--- config.mk ---
export PLATFORM = sky130hd
export DESIGN_NAME = instruction_cache_flat
export DESIGN_NICKNAME = d
export VERILOG_FILES = /design/src/rtl/instruction_cache_if.sv /design/src/rtl/instruction_cache.sv /design/src/flat_wrapper.sv
export SDC_FILE = /design/constraint.sdc
export NUM_CORES = 1
export LEC_CHECK = 0
export ABC_CLOCK_PERIOD_IN_PS = 14350
export BUFFER_PORTS_ARGS = -buffer_cell sky130_fd_sc_hd__clkbuf_2
export CORE_ASPECT_RATIO = 2
export CORE_UTILIZATION = 35
export DETAILED_ROUTE_END_ITERATION = 7
export RECOVER_POWER = 25
export SLEW_MARGIN = 5
export SYNTH_ARGS = -nofsm -noshare
export SYNTH_HDL_FRONTEND = slang
export SYNTH_SLANG_ARGS = --single-unit
--- constraint.sdc ---
create_clock -name CLOCK -period 14.35 [get_ports CLOCK]
set_clock_uncertainty 0.1 [all_clocks]
set_input_delay 0 -clock CLOCK [delete_from_list [all_inputs] [get_ports CLOCK]]
set_output_delay 0 -clock CLOCK [all_outputs]
set_load 0.05 [all_outputs]
--- src/rtl/instruction_cache_if.sv ---
// Fetch-side and memory-side signal bundle of the instruction cache.
// Latency: none (wires only).
// Backpressure: BUSYWAIT stalls the CPU; MEM_BUSYWAIT stalls the cache.
//
// Port summary
//   PC / INSTRUCTION / BUSYWAIT / FLUSH   CPU fetch side
//   MEM_READ / MEM_ADDRESS                block read request towards memory
//   MEM_READDATA / MEM_BUSYWAIT           block response from memory
//   HIT_COUNT / MISS_COUNT                performance counters
// The cache binds to the slave modport. The fetch stage, the instruction
// memory and the performance monitor together form the master side.
interface instruction_cache_if #(
   parameter int CNT_W = 32
);
   logic [31:0]      PC;
   logic [31:0]      INSTRUCTION;
   logic             BUSYWAIT;
   logic             FLUSH;
   logic             MEM_READ;
   logic [27:0]      MEM_ADDRESS;
   logic [127:0]     MEM_READDATA;
   logic             MEM_BUSYWAIT;
   logic [CNT_W-1:0] HIT_COUNT;
   logic [CNT_W-1:0] MISS_COUNT;

   modport slave (
      input  PC,
      input  FLUSH,
      input  MEM_READDATA,
      input  MEM_BUSYWAIT,
      output INSTRUCTION,
      output BUSYWAIT,
      output MEM_READ,
      output MEM_ADDRESS,
      output HIT_COUNT,
      output MISS_COUNT
   );

   modport master (
      output PC,
      output FLUSH,
      output MEM_READDATA,
      output MEM_BUSYWAIT,
      input  INSTRUCTION,
      input  BUSYWAIT,
      input  MEM_READ,
      input  MEM_ADDRESS,
      input  HIT_COUNT,
      input  MISS_COUNT
   );
endinterface

--- src/rtl/instruction_cache.sv ---
// Direct-mapped read-only instruction cache, 2**INDEX_W lines of 128 bits.
// Latency: hit returns the instruction in the same cycle; a miss costs the memory latency + 2.
// Backpressure: BUSYWAIT holds the CPU during a miss; MEM_BUSYWAIT holds the refill.
//
// Port summary
//   CLOCK        single clock, everything updates on the rising edge
//   RESET        synchronous, active-low
//   bus.PC       fetch byte address: [3:2] word, [4 +: INDEX_W] index, rest tag
//   bus.INSTRUCTION / bus.BUSYWAIT   instruction, valid while BUSYWAIT is low
//   bus.FLUSH    invalidate every line
//   bus.MEM_*    128-bit block read towards the instruction memory
//   bus.HIT_COUNT / bus.MISS_COUNT   saturating performance counters
module instruction_cache #(
   parameter int INDEX_W = 3,
   parameter int CNT_W   = 32
) (
   input logic                CLOCK,
   input logic                RESET,
   instruction_cache_if.slave bus
);
   localparam int NUM_SETS = 2 ** INDEX_W;
   localparam int TAG_W    = 28 - INDEX_W;

   typedef enum logic [1:0] {
      IDLE,
      FETCH,
      FILL
   } state_t;

   // FSM and control state
   state_t              state;
   logic [27:0]         miss_addr;
   logic                mem_read;
   logic                busy_seen;
   logic                flush_pending;
   logic [CNT_W-1:0]    hit_count;
   logic [CNT_W-1:0]    miss_count;

   // Line storage. Only the valid bits need a reset value.
   logic [NUM_SETS-1:0] valid_bits;
   logic [TAG_W-1:0]    tag_mem  [NUM_SETS];
   logic [127:0]        data_mem [NUM_SETS];

   // Lookup
   logic [INDEX_W-1:0]  pc_index;
   logic [TAG_W-1:0]    pc_tag;
   logic [1:0]          pc_word;
   logic [127:0]        line_data;
   logic                hit;
   logic                lookup_hit;

   // Refill target
   logic [INDEX_W-1:0]  fill_index;
   logic [TAG_W-1:0]    fill_tag;
   logic                flush_now;

   // Byte offset within the word never selects anything.
   logic                unused_pc_bits;

   assign pc_index       = bus.PC[4 +: INDEX_W];
   assign pc_tag         = bus.PC[31 -: TAG_W];
   assign pc_word        = bus.PC[3:2];
   assign unused_pc_bits = ^bus.PC[1:0];

   assign line_data  = data_mem[pc_index];
   assign hit        = valid_bits[pc_index] && (tag_mem[pc_index] == pc_tag);
   assign lookup_hit = (state == IDLE) && hit;

   assign fill_index = miss_addr[INDEX_W-1:0];
   assign fill_tag   = miss_addr[27 -: TAG_W];
   // A flush seen at any point of the miss, including the FILL cycle itself,
   // must also kill the line that is being written.
   assign flush_now  = flush_pending || bus.FLUSH;

   assign bus.INSTRUCTION = line_data[{pc_word, 5'd0} +: 32];
   assign bus.BUSYWAIT    = !RESET || !lookup_hit;
   assign bus.MEM_READ    = mem_read;
   assign bus.MEM_ADDRESS = miss_addr;
   assign bus.HIT_COUNT   = hit_count;
   assign bus.MISS_COUNT  = miss_count;

   // Control FSM. MEM_READ and MEM_ADDRESS are registered here so they stay
   // constant for the whole FETCH state regardless of what PC does.
   always_ff @(posedge CLOCK) begin
      if (!RESET) begin
         state         <= IDLE;
         valid_bits    <= '0;
         miss_addr     <= '0;
         mem_read      <= 1'b0;
         busy_seen     <= 1'b0;
         flush_pending <= 1'b0;
         hit_count     <= '0;
         miss_count    <= '0;
      end else begin
         case (state)
            IDLE: begin
               if (bus.FLUSH) begin
                  valid_bits <= '0;
               end
               if (hit) begin
                  if (hit_count != {CNT_W{1'b1}}) begin
                     hit_count <= hit_count + CNT_W'(1);
                  end
               end else begin
                  miss_addr <= bus.PC[31:4];
                  mem_read  <= 1'b1;
                  busy_seen <= 1'b0;
                  state     <= FETCH;
                  if (miss_count != {CNT_W{1'b1}}) begin
                     miss_count <= miss_count + CNT_W'(1);
                  end
               end
            end

            FETCH: begin
               if (bus.FLUSH) begin
                  flush_pending <= 1'b1;
               end
               // Memory must first raise MEM_BUSYWAIT; a low level on entry
               // is left over from the previous transfer, not an answer.
               if (bus.MEM_BUSYWAIT) begin
                  busy_seen <= 1'b1;
               end else if (busy_seen) begin
                  mem_read <= 1'b0;
                  state    <= FILL;
               end
            end

            FILL: begin
               if (flush_now) begin
                  valid_bits <= '0;
               end else begin
                  valid_bits[fill_index] <= 1'b1;
               end
               flush_pending <= 1'b0;
               busy_seen     <= 1'b0;
               state         <= IDLE;
            end

            default: begin
               state    <= IDLE;
               mem_read <= 1'b0;
            end
         endcase
      end
   end

   // Tag and data arrays are written only in FILL. Reset blocks the write so
   // a response that arrives after an abandoned request cannot land anywhere.
   always_ff @(posedge CLOCK) begin
      if (RESET && (state == FILL)) begin
         tag_mem[fill_index]  <= fill_tag;
         data_mem[fill_index] <= bus.MEM_READDATA;
      end
   end
endmodule

--- src/flat_wrapper.sv ---
// flat-port wrapper written by rule: the top's interface ports become plain ports
module instruction_cache_flat 
#(
   parameter int INDEX_W = 3,
   parameter int CNT_W   = 32
)
  (CLOCK, RESET, bus_PC, bus_FLUSH, bus_MEM_READDATA, bus_MEM_BUSYWAIT, bus_INSTRUCTION, bus_BUSYWAIT, bus_MEM_READ, bus_MEM_ADDRESS, bus_HIT_COUNT, bus_MISS_COUNT);
  instruction_cache_if #(.CNT_W(CNT_W)) bus_i ();
  input logic CLOCK;
  input logic RESET;
  input wire logic [$bits(bus_i.PC)-1:0] bus_PC;
  input wire logic [$bits(bus_i.FLUSH)-1:0] bus_FLUSH;
  input wire logic [$bits(bus_i.MEM_READDATA)-1:0] bus_MEM_READDATA;
  input wire logic [$bits(bus_i.MEM_BUSYWAIT)-1:0] bus_MEM_BUSYWAIT;
  output wire logic [$bits(bus_i.INSTRUCTION)-1:0] bus_INSTRUCTION;
  output wire logic [$bits(bus_i.BUSYWAIT)-1:0] bus_BUSYWAIT;
  output wire logic [$bits(bus_i.MEM_READ)-1:0] bus_MEM_READ;
  output wire logic [$bits(bus_i.MEM_ADDRESS)-1:0] bus_MEM_ADDRESS;
  output wire logic [$bits(bus_i.HIT_COUNT)-1:0] bus_HIT_COUNT;
  output wire logic [$bits(bus_i.MISS_COUNT)-1:0] bus_MISS_COUNT;
  assign bus_i.PC = bus_PC;
  assign bus_i.FLUSH = bus_FLUSH;
  assign bus_i.MEM_READDATA = bus_MEM_READDATA;
  assign bus_i.MEM_BUSYWAIT = bus_MEM_BUSYWAIT;
  assign bus_INSTRUCTION = bus_i.INSTRUCTION;
  assign bus_BUSYWAIT = bus_i.BUSYWAIT;
  assign bus_MEM_READ = bus_i.MEM_READ;
  assign bus_MEM_ADDRESS = bus_i.MEM_ADDRESS;
  assign bus_HIT_COUNT = bus_i.HIT_COUNT;
  assign bus_MISS_COUNT = bus_i.MISS_COUNT;
  instruction_cache #(.INDEX_W(INDEX_W), .CNT_W(CNT_W)) u_core (.CLOCK(CLOCK), .RESET(RESET), .bus(bus_i));
endmodule
== After elaboration in Yosys (flattened, before gate mapping) ==
Memory sizes are Yosys's and may differ from the RTL's.
Index checks and enable logic that the tools add are counted.

* Output and inout port bits: 126
* Register bits: 105
* Input bits: 164
* RAM bits: 1224
* Word-level logic and storage cells: 72
* Memories: 2

* Order comparisons: 3
* Shift-type cells: 1
* Reductions and logical operators: 20
* Eq/ne operators: 11
* Add/sub/neg operators: 2
* Bitwise gates (word level): 3
* Mux-type cells: 22

{| class="wikitable"
|+ Memory list
! name !! words !! width !! read ports !! clocked after memory_dff !! write ports !! line !! RTL
|-
| u_core.data_mem || 8 || 128 || 1 || 0 || 1 || instruction_cache.sv:42 || <nowiki>logic [127:0] data_mem [NUM_SETS];</nowiki>
|-
| u_core.tag_mem || 8 || 25 || 1 || 0 || 1 || instruction_cache.sv:41 || <nowiki>logic [TAG_W-1:0] tag_mem [NUM_SETS];</nowiki>
|}

{| class="wikitable"
|+ Operators by type and width
! operator !! count
|-
| 128-bit by 8-bit indexed part select with 32-bit output || 1
|-
| 32-bit by 1-bit adder with 32-bit output, second input constant || 2
|-
| 32-bit inequality test, second input constant || 2
|-
| 25-bit equality test || 1
|-
| 8-bit 2-to-1 mux || 2
|-
| 8-bit one-hot mux with 2 select lines || 1
|-
| 3-bit AND reduction || 4
|-
| 1-bit 2-to-1 mux || 10
|-
| 2-bit inequality test, second input constant || 5
|-
| 3-bit by 4-bit less-than comparator with 1-bit output, second input constant || 2
|-
| 8-bit bitwise OR || 1
|-
| 2-bit 2-to-1 mux || 3
|-
| 1-bit one-hot mux with 3 select lines || 2
|-
| 2-bit AND reduction || 3
|-
| 1-bit logical AND || 4
|-
| 2-bit one-hot mux with 2 select lines || 1
|-
| 4-bit AND reduction || 1
|-
| 2-bit nonzero test || 2
|-
| 1-bit binary-select mux with 3-bit select || 1
|-
| 1-bit demux with 3-bit select || 1
|-
| 3-bit by 1-bit greater-or-equal comparator with 1-bit output, second input constant || 1
|-
| 3-bit nonzero test || 1
|-
| 2-bit by 1-bit equality test with 1-bit output, second input constant || 1
|-
| 2-bit equality test, second input constant || 1
|-
| other kinds (6) || 9
|}

== Logic depth before layout (Yosys ltp) ==
* Word-level depth: 7
* Gate-level depth with buffers: 15
* Depth with buffers taken out: 9

== Worst setup path after synthesis ==
Ideal clock, no wire load.

* Kind: register to register
* Start: register u_core.state[1]
* End: memory u_core.data_mem[0][0] (enable)
* Path slack: 2.051 ns
* Data arrival time: 11.347 ns
* Setup time: 0.853 ns
* Period minus slack after synthesis: 12.299 ns
* Stages on the path, launching flop included: 5
* Cell sequence: dfxtp_1 -> clkbuf_1 -> nand2_1 -> or3_1 -> nor3_1

* Word-level cells in the longest chain between the ends: 4

{| class="wikitable"
|+ RTL lines
! item !! line !! RTL
|-
| from (decl) || instruction_cache.sv:31 || <nowiki>state_t state;</nowiki>
|-
| from (signal assigned) || instruction_cache.sv:86 || <nowiki>state <= IDLE;</nowiki>
|-
| from (signal assigned) || instruction_cache.sv:108 || <nowiki>state <= FETCH;</nowiki>
|-
| from (signal assigned) || instruction_cache.sv:125 || <nowiki>state <= FILL;</nowiki>
|-
| 2-bit equality test || instruction_cache.sv:151 || <nowiki>if (RESET && (state == FILL)) begin</nowiki>
|-
| 1-bit logical AND || instruction_cache.sv:151 ||
|-
| 1-bit 2-to-1 mux || instruction_cache.sv:151 ||
|-
| 1-bit 2-to-1 mux (implied by the code) || instruction_cache.sv:153 || <nowiki>data_mem[fill_index] <= bus.MEM_READDATA;</nowiki>
|-
| to (decl) || instruction_cache.sv:42 ||
|}

No other way between the ends.

== Worst setup path after layout ==
* Start: input bus_PC[4]
* End: output bus_INSTRUCTION[17]

* Word-level cells in the longest chain between the ends: 2

{| class="wikitable"
|+ RTL lines
! item !! line !! RTL
|-
| from (decl) || flat_wrapper.sv:11 || <nowiki>input wire logic [$bits(bus_i.PC)-1:0] bus_PC;</nowiki>
|-
| memory read 8 x 128 bit || - ||
|-
| 128-bit by 8-bit indexed part select with 32-bit output || instruction_cache.sv:75 || <nowiki>assign bus.INSTRUCTION = line_data[{pc_word, 5'd0} +: 32];</nowiki>
|-
| to (decl) || flat_wrapper.sv:15 || <nowiki>output wire logic [$bits(bus_i.INSTRUCTION)-1:0] bus_INSTRUCTION;</nowiki>
|}

No other way between the ends.

==> impl_metrics.ini <==
[power]
p_leak_nw = 19.85
power.density_nw_per_um2 = 128.1
ir_worst_vdd_mv = 0.1202
total_power_mw = 7.928

[grt]
grt.met1_usage_pct = 18.71
antenna_found_initial = 11
grt_overflow_total = 0
grt-busiest-layer = met2
met3_usage_pct = 2.832
use_met2_pct = 31.94
grt_pass1_vias = 28440
grt_pass1_wl_um = 184000
grt_start_max_net_pins = 133
track_usage_pct = 17.02

[floorplanning]
dieArea_um2 = 148400
core_um2 = 145700
die_w_um = 272.9
start_util_pct = 35.26
rows = 198
ioPinCount = 290
die-height_um = 543.8

[cells_and_area]
drive_gt1_share_pct = 27.27
fin_util_pct = 42.50
fillers = 12753
final_cell_area_um2 = 61910
nets = 3210
final_cells = 5051
area_growth_pct = 20.52

[drt]
drtPass1Iterations = 5
viasPerCell = 5.141
ant_nets = 0
wl_um = 125600
routedWlPerCell_um = 24.86
detail_route.iter0.violations = 1684
drc = 0
vias = 25967

[worst_setup_path]
cp.required_ns = 14.25
timing.rr.start = u_core.tag_mem[6][11]
cp_max_fo = 46
critPathArrivalTime_ns = 5.85
ff2ff_setup_slack_ns = 9.46
worst_r2r_path_depth = 9
worstSetupPathType = primary input to output pin
start_kind = primary input
cp-endpoint = bus_INSTRUCTION[17]
end_kind = output pin
r2r-end = u_core.bus.HIT_COUNT[31]
critPathLaunch = bus_PC[4]

[clocking]
insertion_delay_ns = 0.72
cts_resized = 0
cts_buffer_depth = 3
cts.sinks = 1329
h-tree-depth = 3
cts_buffers = 115
clk_pin_slew_ns = 0.07
cts-root-buf = clkbuf_16
cts_tree = yes

[logic_synthesis]
netlist_area_um2 = 51370
netlist_top_cells_count = edfxtp_1, mux4_2, dfxtp_1, clkbuf_1, nand2_1
synth-main-ff-cell = edfxtp_1
syn_avg_cell_area_um2 = 21.09
yosysMostFrequentCell = edfxtp_1
synth_edf_count = 1224
ys_types = 57
netlist_top_cells_area = edfxtp_1, mux4_2, dfxtp_1
seq_area_frac_synth_pct = 75.64
yosys.area.top_type_share_pct = 71.55
yosys_warnings = 0
synth_nets = 2602
ys_ff_latch = 1329
synthArstFlopShare_pct = 0
synth_top_area_cell = edfxtp_1
syn_inst = 2436

[placed_design]
port_buffers = 287
place_congestion = 0.8027
dpl-instance-area_um2 = 55120
numPlacedInstances = 4535
hpwl_um = 72340
dp_slack_ns = 8.560

[sta]
fin_ws_ns = 8.402
worst_slew_pin_slew_ns = 1.126
post-route-period-util_pct = 41.45
drv_slew = 0
rsz0062_at_grt = false
holdWs_ns = 0.07184
relSlewSlack_pct = 24.77
hold_viol_final = 0
final.setup.tns_ns = 0
max_freq_ghz = 0.1681
finalSetupViolations = 0
period_minus_slack_ns = 5.948

[min_path]
hp-class = primary input to flop
min_from = bus_PC[7]

[run]
drv_cap = 0

[status]
outcome = completed
[routing by layer]
layer  up-vias  wire length, um
met4         8             4461
li1      11398                -
met2       699            68590
met3       190             5703
met1     13672            46770
met5         -               43
[critical path, cell delays in order]
cell	delay, ns
dlygate4sd3_1	0.57
buf_8	0.28
buf_4	0.64
buf_4	0.72
buf_4	0.87
buf_4	0.79
mux4_2	0.60
mux4_2	0.62
mux2_2	0.31
clkbuf_2	0.27
[cells by family (layout without fill, tap and decap cells)]
family,Yosys count,after routing,synth area share (%)
compound gates,142,142,1.729
simple gates,330,330,3.320
other cells,0,8,0
xor+xnor,40,40,0.6820
flops,1329,1329,75.64
mux,448,448,17.40
buf+inv,145,852,1.174
fa+ha+maj,2,2,0.04871
[how the worst min path moves through the flow]
stage	slack (ns)	end	depth (start not counted)
finish	0.07	u_core.bus.MEM_ADDRESS[3]	4
global route	0.05	u_core.bus.MEM_ADDRESS[12]	4
CTS	0.0007	u_core.data_mem[1][107]	2
detailed placement	0.11	u_core.state[1]	2
global placement	0.1	u_core.state[1]	2
floorplan	-0.02	u_core.state[1]	1
[placed cells by master (no fill, tap or decap), types with 34 or more instances in the layout]
master	instances
clkbuf_16	119
o21ai_0	41
nand3_1	63
mux2_2	34
nand2_1	71
clkbuf_2	235
mux2i_1	62
dfxtp_1	105
dlygate4sd3_1	292
buf_4	35
mux4_2	350
nor2_1	51
edfxtp_1	1224
clkbuf_1	66
a21oi_1	40
[final cells by class]
cell class / count / area [um2] / share of cell area, %
tap: 1900 / 2377 / 3.840
inverter: 16 / 60.06 / 0.09701
multi-input combinational: 962 / 11970 / 19.33
sequential: 1329 / 38860 / 62.77
clock inverter: 76 / 823.3 / 1.330
antenna: 8 / 20.02 / 0.03234
clock buffer: 140 / 3077 / 4.970
timing repair buffer: 620 / 4728 / 7.638
[where the power goes]
part / switching [mW] / internal (mW) / total [mW] / leakage [nW]
Combinational: 0.298 / 0.210 / 0.508 / 6.07
Clock: 1.42 / 1.74 / 3.17 / 1.87
Sequential: 0.0189 / 4.23 / 4.25 / 11.9
Total: 1.74 / 6.19 / 7.93 / 19.8
[repair_timing]
action,CTS,global route
hold buffers,292,0
hold endpoints to repair,1068,0
setup buffers,0,0
endpoints found under the setup margin,0,0
[registers in the layout (all words and copies together) (netlist names)]
signal	flops
u_core.flush_pending	1
u_core.bus.MEM_ADDRESS	28
u_core.state	2
u_core.bus.MEM_READ	1
u_core.bus.HIT_COUNT	32
u_core.tag_mem	200
u_core.valid_bits	8
u_core.data_mem	1024
u_core.bus.MISS_COUNT	32
u_core.busy_seen	1
Note: power is estimated with default switching activity, not from simulation.
